$ cat config.mk
export PLATFORM = sky130hd
export DESIGN_NAME = a1_clip_seq
export DESIGN_NICKNAME = d
export VERILOG_FILES = /design/src/rtl/a1_pkg.sv /design/src/rtl/a1_clip_seq_win_cmp.sv /design/src/rtl/a1_clip_seq.sv
export SDC_FILE = /design/constraint.sdc
export NUM_CORES = 1
export LEC_CHECK = 0
export CAP_MARGIN = 20
export CORE_AREA = 2 2 162 164
export CTS_CLUSTER_SIZE = 40
export DETAILED_ROUTE_END_ITERATION = 16
export DIE_AREA = 0 0 164 166
export PLACE_DENSITY_LB_ADDON = 0.12
export SYNTH_ARGS = -nofsm -noshare
export SYNTH_HDL_FRONTEND = slang
export SYNTH_HIERARCHICAL = 1
export SYNTH_SLANG_ARGS = --single-unit
$ cat constraint.sdc
create_clock -name sys_clk -period 8.09 [get_ports sys_clk]
set_input_delay 2.427 -clock sys_clk [delete_from_list [all_inputs] [get_ports sys_clk]]
set_output_delay 2.427 -clock sys_clk [all_outputs]
set_load 0.02 [all_outputs]
$ cat src/rtl/a1_pkg.sv
// Shared types and helpers for the A1 clip sequencer.
// Holds the FSM state encoding, default widths and the window test.
package a1_pkg;

    localparam int PW_DEF = 16;
    localparam int WW_DEF = 15;
    localparam int CW_DEF = 16;

    typedef enum logic [2:0] {
        IDLE,
        LOAD,
        INNER,
        OUTER,
        DONE
    } state_e;

    // A pixel is outside when either coordinate is negative or
    // reaches the window size.
    function automatic logic is_outside(
        input logic x_neg,
        input logic x_ge,
        input logic y_neg,
        input logic y_ge
    );
        return x_neg | x_ge | y_neg | y_ge;
    endfunction

endpackage

$ cat src/rtl/a1_clip_seq_win_cmp.sv
// A1 window comparator: flags a pointer lying outside win_x/win_y.
// Purely combinational; the sign bit marks a negative coordinate.
module a1_win_cmp
    import a1_pkg::*;
#(
    parameter int PW = PW_DEF,
    parameter int WW = WW_DEF
) (
    input  logic [PW-1:0] x,
    input  logic [PW-1:0] y,
    input  logic [WW-1:0] win_x,
    input  logic [WW-1:0] win_y,
    output logic          outside
);

    logic x_ge;
    logic y_ge;

    // Unsigned compare: a coordinate equal to the size is outside.
    always_comb begin
        x_ge    = (x[WW-1:0] >= win_x);
        y_ge    = (y[WW-1:0] >= win_y);
        outside = is_outside(x[PW-1], x_ge, y[PW-1], y_ge);
    end

endmodule

$ cat src/rtl/a1_clip_seq.sv
// A1 rectangle sequencer: steps X inside Y and issues clipped pixels.
// Optional clip_cnt output is enabled by defining A1_CLIP_COUNT_EN.
module a1_clip_seq
    import a1_pkg::*;
#(
    parameter int PW = PW_DEF,
    parameter int WW = WW_DEF,
    parameter int CW = CW_DEF
) (
    input  logic          sys_clk,
    input  logic          reset,
    input  logic          start,
    input  logic [PW-1:0] x_init,
    input  logic [PW-1:0] y_init,
    input  logic [PW-1:0] x_step,
    input  logic [PW-1:0] x_ostep,
    input  logic [PW-1:0] y_step,
    input  logic [CW-1:0] inner_cnt,
    input  logic [CW-1:0] outer_cnt,
    input  logic [WW-1:0] win_x,
    input  logic [WW-1:0] win_y,
    output logic          busy,
    output logic          pix_valid,
    input  logic          pix_ready,
    output logic [PW-1:0] pix_x,
    output logic [PW-1:0] pix_y,
    output logic          pix_write,
    output logic          done
`ifdef A1_CLIP_COUNT_EN
    ,
    output logic [CW-1:0] clip_cnt
`endif
);

    state_e        state_q, state_d;
    logic [PW-1:0] x_q, x_d;
    logic [PW-1:0] y_q, y_d;
    logic [PW-1:0] row_x_q, row_x_d;
    logic [CW-1:0] icnt_q, icnt_d;
    logic [CW-1:0] ocnt_q, ocnt_d;
    logic          drain_q, drain_d;

    logic [PW-1:0] x_init_q, x_init_d;
    logic [PW-1:0] y_init_q, y_init_d;
    logic [PW-1:0] x_step_q, x_step_d;
    logic [PW-1:0] x_ostep_q, x_ostep_d;
    logic [PW-1:0] y_step_q, y_step_d;
    logic [CW-1:0] inner_q, inner_d;
    logic [CW-1:0] outer_q, outer_d;
    logic [WW-1:0] win_x_q, win_x_d;
    logic [WW-1:0] win_y_q, win_y_d;

`ifdef A1_CLIP_COUNT_EN
    logic [CW-1:0] clip_q, clip_d;
`endif

    logic outside;
    logic accept;
    logic empty;

    a1_win_cmp #(
        .PW(PW),
        .WW(WW)
    ) u_win_cmp (
        .x      (x_q),
        .y      (y_q),
        .win_x  (win_x_q),
        .win_y  (win_y_q),
        .outside(outside)
    );

    // Moore outputs decoded straight from the state register.
    always_comb begin
        pix_valid = (state_q == INNER);
        pix_write = pix_valid & ~outside;
        busy      = (state_q == LOAD) | (state_q == INNER) |
                    (state_q == OUTER);
        done      = (state_q == DONE);
        pix_x     = x_q;
        pix_y     = y_q;
        accept    = pix_valid & pix_ready;
        empty     = (inner_q == '0) | (outer_q == '0);
`ifdef A1_CLIP_COUNT_EN
        clip_cnt  = clip_q;
`endif
    end

    // Next-state, pointer and loop-counter logic.
    always_comb begin
        state_d   = state_q;
        x_d       = x_q;
        y_d       = y_q;
        row_x_d   = row_x_q;
        icnt_d    = icnt_q;
        ocnt_d    = ocnt_q;
        drain_d   = drain_q;
        x_init_d  = x_init_q;
        y_init_d  = y_init_q;
        x_step_d  = x_step_q;
        x_ostep_d = x_ostep_q;
        y_step_d  = y_step_q;
        inner_d   = inner_q;
        outer_d   = outer_q;
        win_x_d   = win_x_q;
        win_y_d   = win_y_q;
`ifdef A1_CLIP_COUNT_EN
        clip_d    = clip_q;
        if (accept && !pix_write) begin
            clip_d = clip_q + CW'(1);
        end
`endif
        unique case (state_q)
            IDLE: begin
                if (start) begin
                    x_init_d  = x_init;
                    y_init_d  = y_init;
                    x_step_d  = x_step;
                    x_ostep_d = x_ostep;
                    y_step_d  = y_step;
                    inner_d   = inner_cnt;
                    outer_d   = outer_cnt;
                    win_x_d   = win_x;
                    win_y_d   = win_y;
                    drain_d   = 1'b0;
`ifdef A1_CLIP_COUNT_EN
                    clip_d    = '0;
`endif
                    state_d   = LOAD;
                end
            end
            LOAD: begin
                // Empty commands linger one extra LOAD cycle so
                // their done pulse lands a fixed 3 cycles after start.
                if (empty) begin
                    drain_d = ~drain_q;
                    if (drain_q) begin
                        state_d = DONE;
                    end
                end else begin
                    x_d     = x_init_q;
                    row_x_d = x_init_q;
                    y_d     = y_init_q;
                    icnt_d  = inner_q;
                    ocnt_d  = outer_q;
                    state_d = INNER;
                end
            end
            INNER: begin
                if (accept) begin
                    if (icnt_q > CW'(1)) begin
                        x_d    = x_q + x_step_q;
                        icnt_d = icnt_q - CW'(1);
                    end else if (ocnt_q > CW'(1)) begin
                        state_d = OUTER;
                    end else begin
                        state_d = DONE;
                    end
                end
            end
            OUTER: begin
                row_x_d = row_x_q + x_ostep_q;
                x_d     = row_x_q + x_ostep_q;
                y_d     = y_q + y_step_q;
                icnt_d  = inner_q;
                ocnt_d  = ocnt_q - CW'(1);
                state_d = INNER;
            end
            DONE: begin
                state_d = IDLE;
            end
            default: begin
                state_d = IDLE;
            end
        endcase
    end

    // State and datapath registers with asynchronous clear.
    always_ff @(posedge sys_clk or posedge reset) begin
        if (reset) begin
            state_q   <= IDLE;
            x_q       <= '0;
            y_q       <= '0;
            row_x_q   <= '0;
            icnt_q    <= '0;
            ocnt_q    <= '0;
            drain_q   <= 1'b0;
            x_init_q  <= '0;
            y_init_q  <= '0;
            x_step_q  <= '0;
            x_ostep_q <= '0;
            y_step_q  <= '0;
            inner_q   <= '0;
            outer_q   <= '0;
            win_x_q   <= '0;
            win_y_q   <= '0;
`ifdef A1_CLIP_COUNT_EN
            clip_q    <= '0;
`endif
        end else begin
            state_q   <= state_d;
            x_q       <= x_d;
            y_q       <= y_d;
            row_x_q   <= row_x_d;
            icnt_q    <= icnt_d;
            ocnt_q    <= ocnt_d;
            drain_q   <= drain_d;
            x_init_q  <= x_init_d;
            y_init_q  <= y_init_d;
            x_step_q  <= x_step_d;
            x_ostep_q <= x_ostep_d;
            y_step_q  <= y_step_d;
            inner_q   <= inner_d;
            outer_q   <= outer_d;
            win_x_q   <= win_x_d;
            win_y_q   <= win_y_d;
`ifdef A1_CLIP_COUNT_EN
            clip_q    <= clip_d;
`endif
        end
    end

endmodule

After elaboration in Yosys (flattened, before gate mapping):

Index checks and enable logic that the tools add are counted.

* order comparisons: 4
* eq/ne operators: 11
* add/sub/neg operators: 5
* mux-type cells: 23
* reductions and logical operators: 11
* bitwise logic cells: 10

Operators with widths (count)
* 2-to-1 mux 16 bit: 8
* case mux 16 bit (2 select lines): 3
* case mux 16 bit (3 select lines): 2
* adder 16 bit: 3
* greater-than comparator 16 x 1 -> 1 bit (second input constant): 2
* zero test 16 bit: 2
* subtractor 16 x 1 -> 16 bit (second input constant): 2
* >= comparator 15 bit: 2
* 2-to-1 mux 3 bit: 6
* case mux 3 bit (4 select lines): 1
* inequality test 2 bit (second input constant): 4
* AND reduction 4 bit: 2
* equality test 3 x 2 -> 1 bit (second input constant): 2
* bitwise OR 1 bit: 6
* inequality test 2 x 1 -> 1 bit (second input constant): 2
* AND reduction 2 bit: 2
* nonzero test 2 bit: 2
* equality test 3 x 1 -> 1 bit (second input constant): 1
* equality test 3 bit (second input constant): 1
* zero test 3 bit: 1
* inequality test 3 bit (second input constant): 1
* AND reduction 3 bit: 1
* nonzero test 3 bit: 1
* AND 1 bit: 2
* 3 further kinds: 5

* bits in registers: 226
* bits of input ports: 146
* logic and storage cells: 80

Logic depth before layout (Yosys ltp):

* word-level depth: 6
* gate-level depth with buffers: 10
* depth with buffers taken out: 10

By module:

The synthesis kept the hierarchy.

By module, submodules not included
* a1_clip_seq: instances 1, area an instance 11760.0 sq um, cells an instance 1117
* a1_win_cmp: instances 1, area an instance 730.7 sq um, cells an instance 104

Least setup slack after synthesis:

OpenSTA, ideal clock, no wires.

* kind: register to output
* start: register x_q[14] (netlist: pix_x[14])
* end: output port pix_write
* stages on the path, launching flop included: 8
* data arrival time: 1.957 ns
* buffers on the path: 0
* setup slack: 3.706 ns
* path through: dfrtp_1 ha_1 or4_1 a21oi_1 o21ai_1 a2111oi_2 nand3_1 nor2_1

* word-level cells in the longest chain between the ends: 6

Ends and longest elaborated chain
* start: declaration: line a1_clip_seq.sv:36 `logic [PW-1:0] x_q, x_d;`
* start signal: assignment: line a1_clip_seq.sv:181 `x_q <= '0;`
* start signal: assignment: line a1_clip_seq.sv:201 `x_q <= x_d;`
* >= comparator 15 bit: line a1_clip_seq_win_cmp.sv:21 `x_ge = (x[WW-1:0] >= win_x);`
* bitwise OR 1 bit (3 in a row): line a1_pkg.sv:25 `return x_neg | x_ge | y_neg | y_ge;`
* net outside: line a1_clip_seq.sv:57 `logic outside;`
* inverter 1 bit: line a1_clip_seq.sv:75 `pix_write = pix_valid & ~outside;`
* AND 1 bit: line a1_clip_seq.sv:75
* end: declaration: line a1_clip_seq.sv:27 `output logic pix_write,`

The timed path passes the listed nets, and every way through them passes these cells.

Worst setup path in the final report:

Ends and elaborated chain as after synthesis.

==> flow_summary.ini <==
[sta]
tightestPinTransition_ns = 1.03
fmax_mhz = 177
maxSlewHeadroom_pct = 31.1
fin_skew_ns = 0.0114
min_period_ns = 5.64
finalHoldViolations = 0
drv_slew = 0
rsz0062_at_grt = no
finalSetupTns_ns = 0
setup_viol = 0
period_share_pct = 69.8

[setup_path]
cp_max_fo = 4
crit_path_end = pix_write
required_ns = 5.66
crit_type = flip-flop to primary output
r2r_start = state_q[1]
startpoint = pix_x[14]
rr_worst_depth = 8
cp_data_arrival_time_ns = 3.22
r2r_slack_ns = 4.74
r2r_end = ocnt_q[10]
cp-start-kind = flip-flop
cp-end-kind = primary output

[drt]
wl_per_cell_um = 18.8
vias = 9917
drt_iter0_markers = 753
drc = 0
viasPerCell = 5.70
wirelength_mm = 32.7
drtAntennaViolNets = 0
dr.pass1.iters = 5

[clock_network]
cts_tree = built
cts-root-buf = clkbuf_16
htree_levels = 1
numCtsBuffers = 27
hold_buffers = 0
clock-sinks = 226
post-cts-setup-buffers = 0
clk_latency_ns = 0.54
cts.clk_slew.worst_paths_ns = 0.06
ctsResizeCount = 0
clockBufferDepth = 3

[grt]
antenna_found_initial = 0
grt_max_degree = 127
track_usage_pct = 24.1
grt_first_pass_wirelength_mm = 52.5
grt_pass1_vias = 9723
grt_overflow = 0

[logic_synthesis]
synth_xor_area_share_pct = 2.31
synth_top_family_by_area = compound AO/OA/AOI/OAI gates
syn-mean-instance-area_um2 = 10.2
synth-compound-area-share_pct = 15.3
synth_simple_gate_area_share_pct = 11.9
synth_ff_type = dfrtp_1
synth_cells = 1221
synthAdderAreaFrac_pct = 8.39
seq_area_frac_synth_pct = 45.3
synth_edf_count = 0
ys_types = 58
ys_warn_count = 6
syn-num-nets = 1449
async_flop_share_pct = 100
synth.area.mux_share_pct = 13.6
syn-cell-area_mm2 = 0.0125
ys_ff_latch = 226

[cells_and_area]
num-fill-cells = 2134
synthToLayoutAreaGrowth_pct = 24.5
instances_no_fill = 1741
nets = 1618
drive_gt1_share_pct = 14.4
n_antenna_cell = 0

[placed_design]
place_inst = 1694
numPortBuffers = 181
dp_hpwl_mm = 23.3
gp_congestion = 0.920

[die]
fp-row-count = 59
ioPinCount = 182
die_w_um = 164
initial_utilization_pct = 48.8
die_h_um = 166
core_mm2 = 0.0256
die-area_mm2 = 0.0272

[flow_run]
cap_violations = 0

[pwr]
power.leakage_uw = 0.00692
power_density_mw_per_mm2 = 215
vdd_drop_max_v = 0.000170

[worst_hold_path]
hp-class = flip-flop to flip-flop
holdPathStages = 1

[outcome]
outcome = completed
flip-flops by register name, summed over array words and instances, names as in the netlist, 16 cells and up:
signal,flops
x_step_q,16
pix_y,16
row_x_q,16
y_step_q,16
x_ostep_q,16
pix_x,16
outer_q,16
ocnt_q,16
icnt_q,16
y_init_q,16
x_init_q,16
inner_q,16
metrics by stage:
stage / total power (uW) / utilization, % / setup slack (ns) / hold WS [ns] / instance area (um2)
2_1_floorplan: 1830 / - / 2.71 / 0.441 / 12500
3_3_place_gp: 2130 / 57.1 / 2.98 / 0.456 / 14600
4_1_cts: 3360 / 60.5 / 2.37 / 0.476 / 15500
6_report: 3350 / 60.7 / 2.45 / 0.477 / 15500
5_1_grt: 3520 / 60.7 / 2.27 / 0.502 / 15500
3_5_place_dp: 2150 / 57.1 / 2.94 / 0.465 / 14600
power breakdown:
group          leakage (uW)  internal, uW  total [uW]  switching, uW
sequential          0.00291          1230        1350            125
clock              0.000423           741        1200            461
combinational       0.00359           384         793            409
synth_stat cells, drive strengths merged, types with 19 or more instances:
cell type / number / area share [%]
a21oi: 92 / 3.7
clkbuf: 50 / 1.5
dfrtp: 226 / 45
ha: 79 / 7.9
inv: 49 / 1.5
mux2: 143 / 13
nand2: 100 / 3.0
nand3: 30 / 1.2
nor2: 78 / 2.3
nor3: 26 / 1.0
nor4: 19 / 1.1
o21ai: 87 / 3.5
critical path: stages, from the launching register on:
cell and delay, ns:
dfrtp_1 0.45, ha_1 0.21, or4_1 0.51, a21oi_1 0.12, o21ai_1 0.10, a2111oi_2 0.29
nand3_1 0.22, nor2_1 0.16, clkdlybuf4s50_1 0.63
kinds of logic (layout without fill, tap and decap cells):
group,Yosys count,count (layout)
xor gates and xnor gates,33,33
and+or+nand+nor,315,315
adders and majority gates,82,82
AOI/OAI and AO/OA,309,309
DFF,226,226
buffers and inverters,104,289
muxes,152,152
final cells by class:
| type | instances | area, um2 | share of cell area (%) |
|---|---|---|---|
| inverter | 49 | 188 | 1.21 |
| clock inverter | 5 | 104 | 0.668 |
| sequential | 226 | 5660 | 36.4 |
| clock buffer | 40 | 764 | 4.92 |
| multi-input combinational | 891 | 6450 | 41.5 |
| tap | 335 | 419 | 2.70 |
| timing repair buffer | 195 | 1960 | 12.6 |
worst min path at each step:
| stage | start | endpoint | slack [ns] |
|---|---|---|---|
| after detailed placement | ocnt_q[14] | ocnt_q[14] | 0.47 |
| after global placement | row_x_q[0] | row_x_q[0] | 0.46 |
| after floorplan | ocnt_q[10] | ocnt_q[10] | 0.44 |
| after global routing | ocnt_q[14] | ocnt_q[14] | 0.50 |
| final | ocnt_q[14] | ocnt_q[14] | 0.48 |
| after CTS | ocnt_q[14] | ocnt_q[14] | 0.48 |
cell usage in the layout, fill, tap and decap left out, types with 5 or more instances in the layout:
master,netlist,routed
o21a_1,15,15
nor3_1,26,26
clkbuf_16,0,27
a31oi_1,15,15
o211ai_1,10,10
a21o_1,11,11
clkbuf_1,50,9
buf_4,0,11
mux2i_1,9,9
nor2b_1,7,7
mux2_2,143,143
nand2_1,100,100
nand4_1,11,11
dfrtp_1,226,226
xnor2_1,15,15
ha_1,79,79
nor4_1,17,17
nand3_1,30,30
a21oi_1,92,92
clkdlybuf4s50_1,0,181
nor2_1,78,78
o31a_1,5,5
and2_1,6,6
a211oi_1,18,18
and3_1,7,7
xor2_1,18,18
o311ai_0,5,5
nand2b_1,8,8
inv_1,49,48
o21ai_0,85,85
or3_1,13,13
a22oi_1,10,10
routing by layer:
metal  global-route usage, %  wire length, um  up-vias
li1                        -                -     4793
met1                    35.6            15100     4782
met2                    36.4            14500      302
met3                    5.19             2490       40
met4                    5.30              668        0
met5                       0                0        -
No activity file was read; power rests on OpenSTA's default activity.
